### config.mk
export PLATFORM = sky130hd
export DESIGN_NAME = datapath_op_sequencer
export DESIGN_NICKNAME = d
export VERILOG_FILES = /design/src/rtl/datapath_op_sequencer_pkg.sv /design/src/rtl/seq_iter_counter.sv /design/src/rtl/datapath_op_sequencer.sv
export SDC_FILE = /design/constraint.sdc
export NUM_CORES = 1
export LEC_CHECK = 0
export ABC_AREA = 1
export ABC_CLOCK_PERIOD_IN_PS = 1700
export CAP_MARGIN = 30
export CELL_PAD_IN_SITES_DETAIL_PLACEMENT = 1
export CELL_PAD_IN_SITES_GLOBAL_PLACEMENT = 1
export CORE_ASPECT_RATIO = 1.2
export CORE_MARGIN = 2
export CORE_UTILIZATION = 33
export DETAILED_ROUTE_END_ITERATION = 6
export PLACE_DENSITY = 0.81
export SYNTH_ARGS = -nofsm -noshare
export SYNTH_HDL_FRONTEND = slang
export SYNTH_SLANG_ARGS = --single-unit
### constraint.sdc
create_clock -name clk -period 1.7 [get_ports clk]
set_clock_uncertainty 0.15 [all_clocks]
set_input_delay 0.255 -clock clk [delete_from_list [all_inputs] [get_ports clk]]
set_output_delay 0.255 -clock clk [all_outputs]
set_load 0.1 [all_outputs]
### src/rtl/datapath_op_sequencer_pkg.sv
// rtl/datapath_op_sequencer_pkg.sv - shared states, opcodes and control-point words
package datapath_op_sequencer_pkg;

    typedef enum logic [5:0] {
        S_IDLE  = 6'b100000,
        S_FETCH = 6'b010000,
        S_EXEC  = 6'b001000,
        S_TEST  = 6'b000100,
        S_DONE  = 6'b000010,
        S_FAULT = 6'b000001
    } state_e;

    typedef enum logic [1:0] {
        OP_ADD  = 2'b00,
        OP_SUB  = 2'b01,
        OP_LOOP = 2'b10,
        OP_CLR  = 2'b11
    } op_e;

    // cp bit order: ldA, ldB, alu_sub, wr_acc, clr_acc
    localparam logic [4:0] CP_IDLE  = 5'b00000;
    localparam logic [4:0] CP_FETCH = 5'b11000;
    localparam logic [4:0] CP_CLR   = 5'b00001;
    localparam logic [4:0] CP_ADD   = 5'b00010;
    localparam logic [4:0] CP_SUB   = 5'b00110;

endpackage

### src/rtl/seq_iter_counter.sv
// rtl/seq_iter_counter.sv - saturating iteration counter with sync clear and enable
module seq_iter_counter #(
    parameter int W = 4
) (
    input  logic         clk,
    input  logic         clr_n,
    input  logic         clear,
    input  logic         en,
    output logic [W-1:0] cnt
);

    logic [W-1:0] cnt_q;
    logic [W-1:0] cnt_d;

    always_comb begin
        cnt_d = cnt_q;
        if (clear) begin
            cnt_d = '0;
        end else if (en && (cnt_q != {W{1'b1}})) begin
            cnt_d = cnt_q + W'(1);
        end
    end

    always_ff @(posedge clk or negedge clr_n) begin
        if (!clr_n) begin
            cnt_q <= '0;
        end else begin
            cnt_q <= cnt_d;
        end
    end

    assign cnt = cnt_q;

endmodule

### src/rtl/datapath_op_sequencer.sv
// rtl/datapath_op_sequencer.sv - start/busy/done command sequencer driving datapath cp
module datapath_op_sequencer
    import datapath_op_sequencer_pkg::*;
#(
    parameter int ITER_W   = 4,
    parameter int MAX_ITER = 15
) (
    input  logic              clk,
    input  logic              clr,
    input  logic              start,
    input  logic [1:0]        op,
    input  logic              abort,
    input  logic              V,
    input  logic              Z,
    output logic [4:0]        cp,
    output logic              busy,
    output logic              done,
    output logic              err,
    output logic [ITER_W-1:0] iter_cnt,
    output logic [5:0]        state
);

    localparam logic [ITER_W-1:0] MAX_CNT = ITER_W'(MAX_ITER);

    state_e state_q, state_d;
    op_e    op_q, op_d;
    logic   err_q, err_d;
    logic   cnt_clear;
    logic   cnt_en;

    always_ff @(posedge clk or negedge clr) begin
        if (!clr) begin
            state_q <= S_IDLE;
            op_q    <= OP_ADD;
            err_q   <= 1'b0;
        end else begin
            state_q <= state_d;
            op_q    <= op_d;
            err_q   <= err_d;
        end
    end

    always_comb begin
        state_d   = S_IDLE;
        op_d      = op_q;
        err_d     = err_q;
        cnt_clear = 1'b0;
        cnt_en    = 1'b0;
        cp        = CP_IDLE;
        busy      = 1'b1;
        done      = 1'b0;

        case (state_q)
            S_IDLE: begin
                busy = 1'b0;
                if (start) begin
                    op_d      = op_e'(op);
                    cnt_clear = 1'b1;
                    err_d     = 1'b0;
                    state_d   = S_FETCH;
                end
            end
            S_FETCH: begin
                if (op_q == OP_CLR) begin
                    cp      = CP_CLR;
                    state_d = S_DONE;
                end else begin
                    cp      = CP_FETCH;
                    state_d = S_EXEC;
                end
            end
            S_EXEC: begin
                cp      = (op_q == OP_ADD) ? CP_ADD : CP_SUB;
                cnt_en  = 1'b1;
                state_d = S_TEST;
            end
            S_TEST: begin
                if (V) begin
                    state_d = S_FAULT;
                end else if (op_q != OP_LOOP) begin
                    state_d = S_DONE;
                end else if (Z) begin
                    state_d = S_DONE;
                end else if (iter_cnt == MAX_CNT) begin
                    state_d = S_FAULT;
                end else begin
                    state_d = S_EXEC;
                end
            end
            S_DONE: begin
                done = 1'b1;
            end
            S_FAULT: begin
                done = 1'b1;
            end
            default: begin
                state_d = S_IDLE;
            end
        endcase

        // Abort freezes err and the pass count where they stand.
        if (abort && (state_q != S_IDLE)) begin
            state_d = S_IDLE;
            cnt_en  = 1'b0;
        end

        if (state_d == S_FAULT) begin
            err_d = 1'b1;
        end
    end

    seq_iter_counter #(
        .W(ITER_W)
    ) u_iter_counter (
        .clk  (clk),
        .clr_n(clr),
        .clear(cnt_clear),
        .en   (cnt_en),
        .cnt  (iter_cnt)
    );

    assign err   = err_q;
    assign state = state_q;

endmodule

## After elaboration in Yosys (flattened, before gate mapping)

Cells that the tools add are included.

| word-level totals | value |
|---|---|
| input port bits | 8 |
| output and inout bits | 18 |
| logic and storage cells | 48 |
| bits in registers | 13 |

| operators by class | value |
|---|---|
| $add $sub $neg | 1 |
| multiplexer cells | 22 |
| reduce and logical (&&, ||, !) cells | 9 |
| equal/unequal tests | 12 |

Operators with widths:

| operator | number |
|---|---|
| 4-bit two-way mux | 7 |
| 6-bit one-hot mux with 4 select lines | 1 |
| 6-bit by 1-bit == test with 1-bit output, second input constant | 2 |
| 6-bit two-way mux | 2 |
| 5-bit one-hot mux with 2 select lines | 1 |
| 1-bit two-way mux | 9 |
| 6-bit by 2-bit == test with 1-bit output, second input constant | 1 |
| 6-bit by 3-bit == test with 1-bit output, second input constant | 1 |
| 6-bit by 4-bit == test with 1-bit output, second input constant | 1 |
| 6-bit by 5-bit == test with 1-bit output, second input constant | 1 |
| 6-bit == test, second input constant | 1 |
| 6-bit inequality test, second input constant | 1 |
| 2-bit nonzero test | 3 |
| 5-bit two-way mux | 1 |
| 4-bit by 1-bit adder with 4-bit output, second input constant | 1 |
| 4-bit == test, second input constant | 1 |
| 4-bit inequality test, second input constant | 1 |
| 2-bit AND reduction | 2 |
| 3-bit two-way mux | 1 |
| 2-bit == test, second input constant | 1 |
| 1-bit logical AND | 2 |
| 2-bit logical NOT | 1 |
| 2-bit inequality test, second input constant | 1 |
| 2-bit OR reduction | 1 |

## Depth between registers and ports, before layout

| depth | value |
|---|---|
| depth in word-level cells | 10 |
| gate-level depth with buffers | 8 |
| mapped depth without buffers | 8 |

## Cells and area by module

From an unflattened synthesis, not the netlist that was laid out.

| unflattened totals | value |
|---|---|
| cells, all modules | 103 |
| area total of the unflattened synthesis | 778.2 um2 |

By module, submodules not included:

| module | area each (um2) | seq. area each (um2) | cells each | times used |
|---|---|---|---|---|
| datapath_op_sequencer | 555.5 | 226.5 | 74 | 1 |
| seq_iter_counter | 222.7 | 100.1 | 29 | 1 |

## Least setup slack after synthesis

OpenSTA, ideal clock, no wires.

| timing | value |
|---|---|
| path type | register -> output |
| from | register state_q[0], in the netlist state[0] |
| to | output done |
| path buffers | 0 |
| required time | 1.295 ns |
| slack | -2.751 ns |
| arrival time | 4.046 ns |
| stages on the path, launching flop included | 3 |
| cells stage by stage | dfrtp_1 -> nor2_8 -> nor4_1 |

| on the way | value |
|---|---|
| cells in the longest elaborated chain, start to end | 3 |
| elaborated cells between the ends (all ways) | 4 |
| those cells by class | eq/ne (2); mux (1); reduce/logical (1) |

RTL lines:

| what | line | source |
|---|---|---|
| start, declared | datapath_op_sequencer.sv:25 | `state_e state_q, state_d;` |
| start signal, assigned | datapath_op_sequencer.sv:37 | `state_q <= state_d;` |
| 6-bit by 1-bit == test with 1-bit output or 6-bit by 2-bit == test with 1-bit output (tied branches) | datapath_op_sequencer.sv:53 | `case (state_q)` |
| 2-bit OR reduction (no line) * | n/a |  |
| 1-bit two-way mux * | datapath_op_sequencer.sv:53 |  |
| end, declared | datapath_op_sequencer.sv:17 | `output logic done,` |

Every way passes the cells marked *; elsewhere a longest branch is shown, timed or not.

## Worst setup path in the final report

| timing | value |
|---|---|
| from | register state_q[0], in the netlist state[0] |
| to | output cp[0] |

| on the way | value |
|---|---|
| cells in the longest elaborated chain, start to end | 2 |
| elaborated cells between the ends (all ways) | 3 |
| those cells by class | eq/ne (2); mux (1) |

RTL lines:

| what | line | source |
|---|---|---|
| 6-bit by 4-bit == test with 1-bit output or 6-bit by 5-bit == test with 1-bit output (tied branches) | datapath_op_sequencer.sv:53 |  |
| 5-bit one-hot mux with 2 select lines * | datapath_op_sequencer.sv:53 |  |
| end, declared | datapath_op_sequencer.sv:15 | `output logic [4:0] cp,` |

Marks and branches as above.

==> impl_summary.txt <==
----------------------------------------------------
[Power and ir drop]
  Pwr dens ... 1834 nW/um^2
  Sw Ratio ... 55.96%
  Leakage dissipation ... 0.0007268 uW
  Clock power share ... 7.3%
  Worst VDD drop ... 0.001386 V
  Internal power ... 1303 uW
  Part of the power in registers ... 21.1%
  Net load switching power ... 1655 uW
  Logic pwr share ... 71.6%

[Setup path]
  Number of buffers and inverters on the critical path ... 1
  Slowest Stage Delay on Critical Path ... 530 ps
  Path type of the worst setup path ... register to primary output
  Beginning of the worst register-to-register path ... state[0]
  Category of cells accounting for the largest share of critical-path delay ... simple AND/OR/NAND/NOR gates
  Worst-path cell chain ... nor2_8 > nand4_4 > nor2_2 > buf_12
  Reg2reg setup slack ... -150 ps
  Count of cells along the worst register-to-register path ... 10
  Sort of element at the end of the critical path ... primary output
  Reg2Reg Capture Point ... u_iter_counter.cnt[2]
  Startpoint types ... register
  Data arrival time of the critical path ... 1600 ps
  Critical path fanouts, max ... 4
  Worst endpoint required time ... 1290 ps
  Max stage delay cell, worst path ... sky130_fd_sc_hd__dfrtp_4

[Final layout]
  Fill count ... 250
  Share of the core filled with cells ... 69.23%
  Count of non-filler cells in the finished layout ... 175
  Antenna cell count ... 0
  Post-synthesis to final-layout area growth ... 97.40%
  Final layout net count ... 154
  Proportion of layout cells with a drive suffix above 1 ... 56.94%
  Post-layout instance area ... 1613 sq um

[STA]
  Upper clock frequency limit ... 498.4 MHz
  Hold Slack ... 95.30 ps
  Post-layout min period ... 2006 ps
  Transition time of the tightest slew-check pin ... 312.5 ps
  Total negative slack for setup checks ... -2758 ps
  Final Max Tran Viols ... 0
  Relative slew slack ... 79.17%
  Total count of hold-check failures in the final report ... 0
  Final worst-path setup slack ... -306.3 ps
  Setup repair after global routing missed its margin ... true
  Final cycle utilization of the critical path ... 118.0%
  Setup violations, final ... 16

[Detailed routing]
  Total number of vias ... 878
  Drt first pass iters ... 4
  First DRT Iteration DRCs ... 4
  Via density ... 5.017
  DRC Markers ... 0
  Total wire length ... 3.573 mm
  Average routed wire per standard cell ... 20.42 um
  Post-detailed-route count of antenna-violating nets ... 0

[Min path]
  Class of the worst hold path ... input pin to async pin

[Floorplanning]
  Core area ... 2330 sq um
  Chip height ... 58.51 um
  Total die area ... 2891 sq um
  Width of the chip ... 49.42 um
  Std-Cell Rows ... 19
  I/O pin total ... 26
  Starting utilization of the core area ... 35.07%

[Logic synthesis]
  Gate count of the mapped netlist ... 93
  Count of synthesis-stage warnings from yosys ... 0
  Post-synthesis cell type count ... 25
  Mapped cell area ... 817.0 sq um
  Sequential cell area fraction in the yosys report ... 39.97%
  Synthesis-stage register bit count ... 13
  Mean post-synth cell area ... 8.785 sq um
  Synth Net Count ... 102

[Clock network]
  Total number of clock tree sinks ... 13
  TritonCTS clock tree ... done
  Number of buffers inserted by hold repair at cts ... 0
  Clk Latency, worst-skew pair ... 310 ps
  Master cell of the clock root buffer ... sky130_fd_sc_hd__clkbuf_4
  TritonCTS Buffers ... 3
  Maximum clock insertion buffer count ... 2
  Register clock-pin slew on the reported worst setup and hold paths ... 90 ps
  Level count of the clock H-tree ... 1

[Run]
  Max capacitance violation total ... 0

[Run status]
  Status ... finished with violations
  Failing checks ... setup timing

[GRT]
  Total overflow reported by the global router ... 0
  Global-route wire length before repair ... 5.050 mm
  Initial antenna violation count ... 0
  Via count of the first global-routing pass ... 964
  Pin count of the biggest net entering global routing ... 14
  GR Util All Layers ... 24.39%

[Placement]
  Port bufs ... 25
  Placed Cells incl. Taps ... 155
  Final Wtd Congestion ... 0.7674
  Placement-stage cell area ... 1420 sq um
  Half-perimeter wire length of the detailed placement result ... 2.140 mm

----------------------------------------------------
metal layers:
metal	share of wire (%)	global-route usage (%)	routed length, um	vias up
li1	-	-	-	399
met1	38	23.92	1374	432
met2	55	48.46	1954	36
met3	3.6	3.553	127	11
met4	3.3	13.89	117	0
met5	0	0	0	-
cells in the mapped netlist:
cell type,count,share of area (%)
sky130_fd_sc_hd__nand2_1,19,8.7
sky130_fd_sc_hd__dfrtp_1,12,37
sky130_fd_sc_hd__inv_1,11,5.1
sky130_fd_sc_hd__nor2_1,11,5.1
sky130_fd_sc_hd__nand3_1,8,4.9
sky130_fd_sc_hd__a21oi_1,3,1.8
sky130_fd_sc_hd__nand2_4,3,4.1
sky130_fd_sc_hd__o21ai_1,3,1.8
sky130_fd_sc_hd__inv_2,2,0.92
sky130_fd_sc_hd__nand3_4,2,4.3
sky130_fd_sc_hd__nor2_2,2,1.5
sky130_fd_sc_hd__nor2_4,2,2.8
sky130_fd_sc_hd__nor2_8,2,4.9
sky130_fd_sc_hd__xnor2_1,2,2.1
sky130_fd_sc_hd__a21oi_2,1,1.1
sky130_fd_sc_hd__buf_4,1,0.92
sky130_fd_sc_hd__dfstp_2,1,3.2
sky130_fd_sc_hd__ha_1,1,1.5
sky130_fd_sc_hd__inv_4,1,0.77
sky130_fd_sc_hd__nand3_2,1,1.2
sky130_fd_sc_hd__nand4_2,1,1.5
sky130_fd_sc_hd__nand4_4,1,2.6
sky130_fd_sc_hd__nor3_1,1,0.61
sky130_fd_sc_hd__nor4_1,1,0.77
sky130_fd_sc_hd__o211ai_1,1,0.92
power groups by stage:
| stage | registers, uW | logic [uW] | clock network (uW) |
|---|---|---|---|
| global placement | 624 | 1760 | 0 |
| detailed placement | 629 | 1820 | 0 |
| floorplan | 1060 | 750 | 0 |
| finish | 624 | 2120 | 216 |
| global route | 636 | 2210 | 226 |
| CTS | 605 | 1990 | 213 |
cell type report:
cell class	instances	area (sq um)	area share [%]
inverter	14	60.06	3.724
multi-input combinational	65	516.7	32.04
clock buffer	4	26.28	1.629
tap	31	38.79	2.405
timing repair buffer	48	621.8	38.56
sequential	13	349.1	21.64
repair_timing:
action,4_1_cts,5_1_grt
setup endpoints to repair,11,18
cloned,0,0
buffers inserted,10,6
pin swaps,7,2
gates resized for setup,7,6
per-stage QoR:
step | setup slack [ps] | power [uW]
2_1_floorplan | -656.3 | 1806
3_3_place_gp | 34.93 | 2386
3_5_place_dp | -18.96 | 2453
4_1_cts | -251.9 | 2810
5_1_grt | -355.1 | 3072
6_report | -306.3 | 2958
sequential cells by signal, summed over array words and instances (netlist names):
name and flops:
state 6, u_iter_counter.cnt 4, op_q 2, err 1
layout by cell type, fill, tap and decap left out, types with 2 or more instances in the layout:
cell	instances
sky130_fd_sc_hd__buf_12	18
sky130_fd_sc_hd__nor2_8	2
sky130_fd_sc_hd__inv_2	3
sky130_fd_sc_hd__nor2_1	10
sky130_fd_sc_hd__inv_1	9
sky130_fd_sc_hd__nand3_2	5
sky130_fd_sc_hd__nand3_1	3
sky130_fd_sc_hd__nand4_4	2
sky130_fd_sc_hd__dfrtp_2	3
sky130_fd_sc_hd__a21oi_4	2
sky130_fd_sc_hd__nor2_2	2
sky130_fd_sc_hd__nor2_4	3
sky130_fd_sc_hd__nand3_4	3
sky130_fd_sc_hd__buf_6	5
sky130_fd_sc_hd__clkdlybuf4s50_1	7
sky130_fd_sc_hd__nand2_1	18
sky130_fd_sc_hd__o21ai_1	3
sky130_fd_sc_hd__nand2_4	3
sky130_fd_sc_hd__xnor2_1	2
sky130_fd_sc_hd__dfrtp_1	5
sky130_fd_sc_hd__clkbuf_4	3
sky130_fd_sc_hd__buf_4	18
sky130_fd_sc_hd__dfrtp_4	4
cells by family after synthesis:
| family | Yosys count | share of synthesized area, % |
|---|---|---|
| compound gates | 8 | 5.666 |
| xor+xnor | 2 | 2.144 |
| fa+ha+maj | 1 | 1.531 |
| buf+inv | 15 | 7.658 |
| flops | 13 | 39.97 |
| simple gates | 54 | 43.03 |
worst max path at each step:
| stage | slack (ps) | to | cells past startpoint | start |
|---|---|---|---|---|
| 3_3_place_gp | 30 | cp[3] | 4 | state[0] |
| 6_report | -310 | cp[0] | 4 | state[0] |
| 4_1_cts | -250 | cp[4] | 4 | state[0] |
| 5_1_grt | -360 | cp[0] | 4 | state[0] |
| 3_5_place_dp | -20 | u_iter_counter.cnt[2] | 8 | state[5] |
| 2_1_floorplan | -660 | cp[2] | 5 | state[0] |
Power figures use the tool's default switching activity.
==> RTL change, RTL diff (same settings) <==
The parameter `ITER_W` goes from 4 to 6.
--- a/src/rtl/datapath_op_sequencer.sv
+++ b/src/rtl/datapath_op_sequencer.sv
@@ -2,7 +2,7 @@
 module datapath_op_sequencer
     import datapath_op_sequencer_pkg::*;
 #(
-    parameter int ITER_W   = 4,
+    parameter int ITER_W   = 6,
     parameter int MAX_ITER = 15
 ) (
     input  logic              clk,
Interface: changed (resized iter_cnt); port bits go from 26 to 28. No check against the original RTL was run, so the function may have changed too.
==> RTL change against the original RTL <==
The flow still finishes with violations (negative setup slack); design area rose by 20%; area after synthesis grew 13%; cell count grew 21%; worst hold slack better by 46 ps; sequential cell count up 2; wire length increased by 27%; register-to-register slack lost 30 ps; largest cell class unchanged; non-clock buffer count increased by 9; power increased by 6.6%; worst setup slack got worse by 50 ps; sequential share of layout area shrank 1.1 points.
==> RTL change: results (changes against the original RTL) <==
status finished, violations left (unchanged); violated checks negative setup slack (unchanged); post-synthesis xor/xnor area fraction 2.853% (was 2.144%); Nets 187 (was 154); #MultiIn Comb 81 (was 65); crit path DAT 1650 ps (was 1600 ps); flop-to-flop setup slack -180 ps (was -150 ps); hpwl dp 2.680 mm (was 2.140 mm); Synth cell types 23 (was 25); Worst Setup Slack, final -356.4 ps (was -306.3 ps); first-pass GRT wire length 6.120 mm (was 5.050 mm); Synth area leaders dfrtp_1 38%, nand2_1 13%, nand3_1 8.2% (was dfrtp_1 37%, nand2_1 8.7%, inv_1 5.1%); Setup-failing EPs final 17 (was 16); Synth Area in Compound Gates 3.804% (was 5.666%); Non-clk bufs 57 (was 48); total of fill cells in the finished design 290 (was 250); DR WL met3 91 um (was 127 um); crit path max fanout 3 (was 4); post-synthesis sequential area ratio 40.90% (was 39.97%); Final Wtd Congestion 0.7647 (was 0.7674); clk cell area share 1.352% (was 1.629%); most frequent cells after synthesis 31 x nand2_1, 16 x inv_1, 15 x nand3_1 (was 19 x nand2_1, 12 x dfrtp_1, 11 x inv_1, 11 x nor2_1, 8 x nand3_1); P_clk 0.000228 W (was 0.000216 W); Port Buffer Count 27 (was 25); P_seq 0.000602 W (was 0.000624 W); Non-clk invs 20 (was 14); multi-input logic area 656.9 um^2 (was 516.7 um^2); Iter 0 DRT Violations 18 (was 4); Pleak 0.8819 nW (was 0.7268 nW); DR WL met2 2.704 mm (was 1.954 mm); Metal-1 WL 1.624 mm (was 1.374 mm); worst-margin pin slew 273.6 ps (was 312.5 ps); vias 1,066 (was 878); buffer share of cell area 37.35% (was 38.56%); crit-path max cell delay 510 ps (was 530 ps); IR Drop Worst-Case VDD 1.385 mV (was 1.386 mV)
RTL change: how the worst max path moves through the flow:
stage / slack, ps / startpoint / endpoint
finish: -360 / state[0]$_DFF_PN0_ / cp[3]
global route: -410 / state[0]$_DFF_PN0_ / cp[4]
CTS: -350 / state[3]$_DFF_PN0_ / done
detailed placement: -80 / state[0]$_DFF_PN0_ / u_iter_counter.cnt[4]$_DFFE_PN0P_
global placement: 50 / state[0]$_DFF_PN0_ / cp[0]
floorplan: -710 / state[0]$_DFF_PN0_ / cp[2]
RTL change: stage by stage:
| step | util, % | area (um^2) | instances | worst slack [ps] | TNS, ps |
|---|---|---|---|---|---|
| global route | 71.11 | 1943 | 211 | -414.3 | -4401 |
| finish | 71.11 | 1943 | 211 | -356.4 | -3368 |
| detailed placement | 60.03 | 1640 | 193 | -84.01 | -335.3 |
| floorplan | - | 1027 | 117 | -707.7 | -6726 |
| global placement | 60.03 | 1640 | 193 | 46.02 | 0 |
| CTS | 66.12 | 1807 | 207 | -345.1 | -2772 |
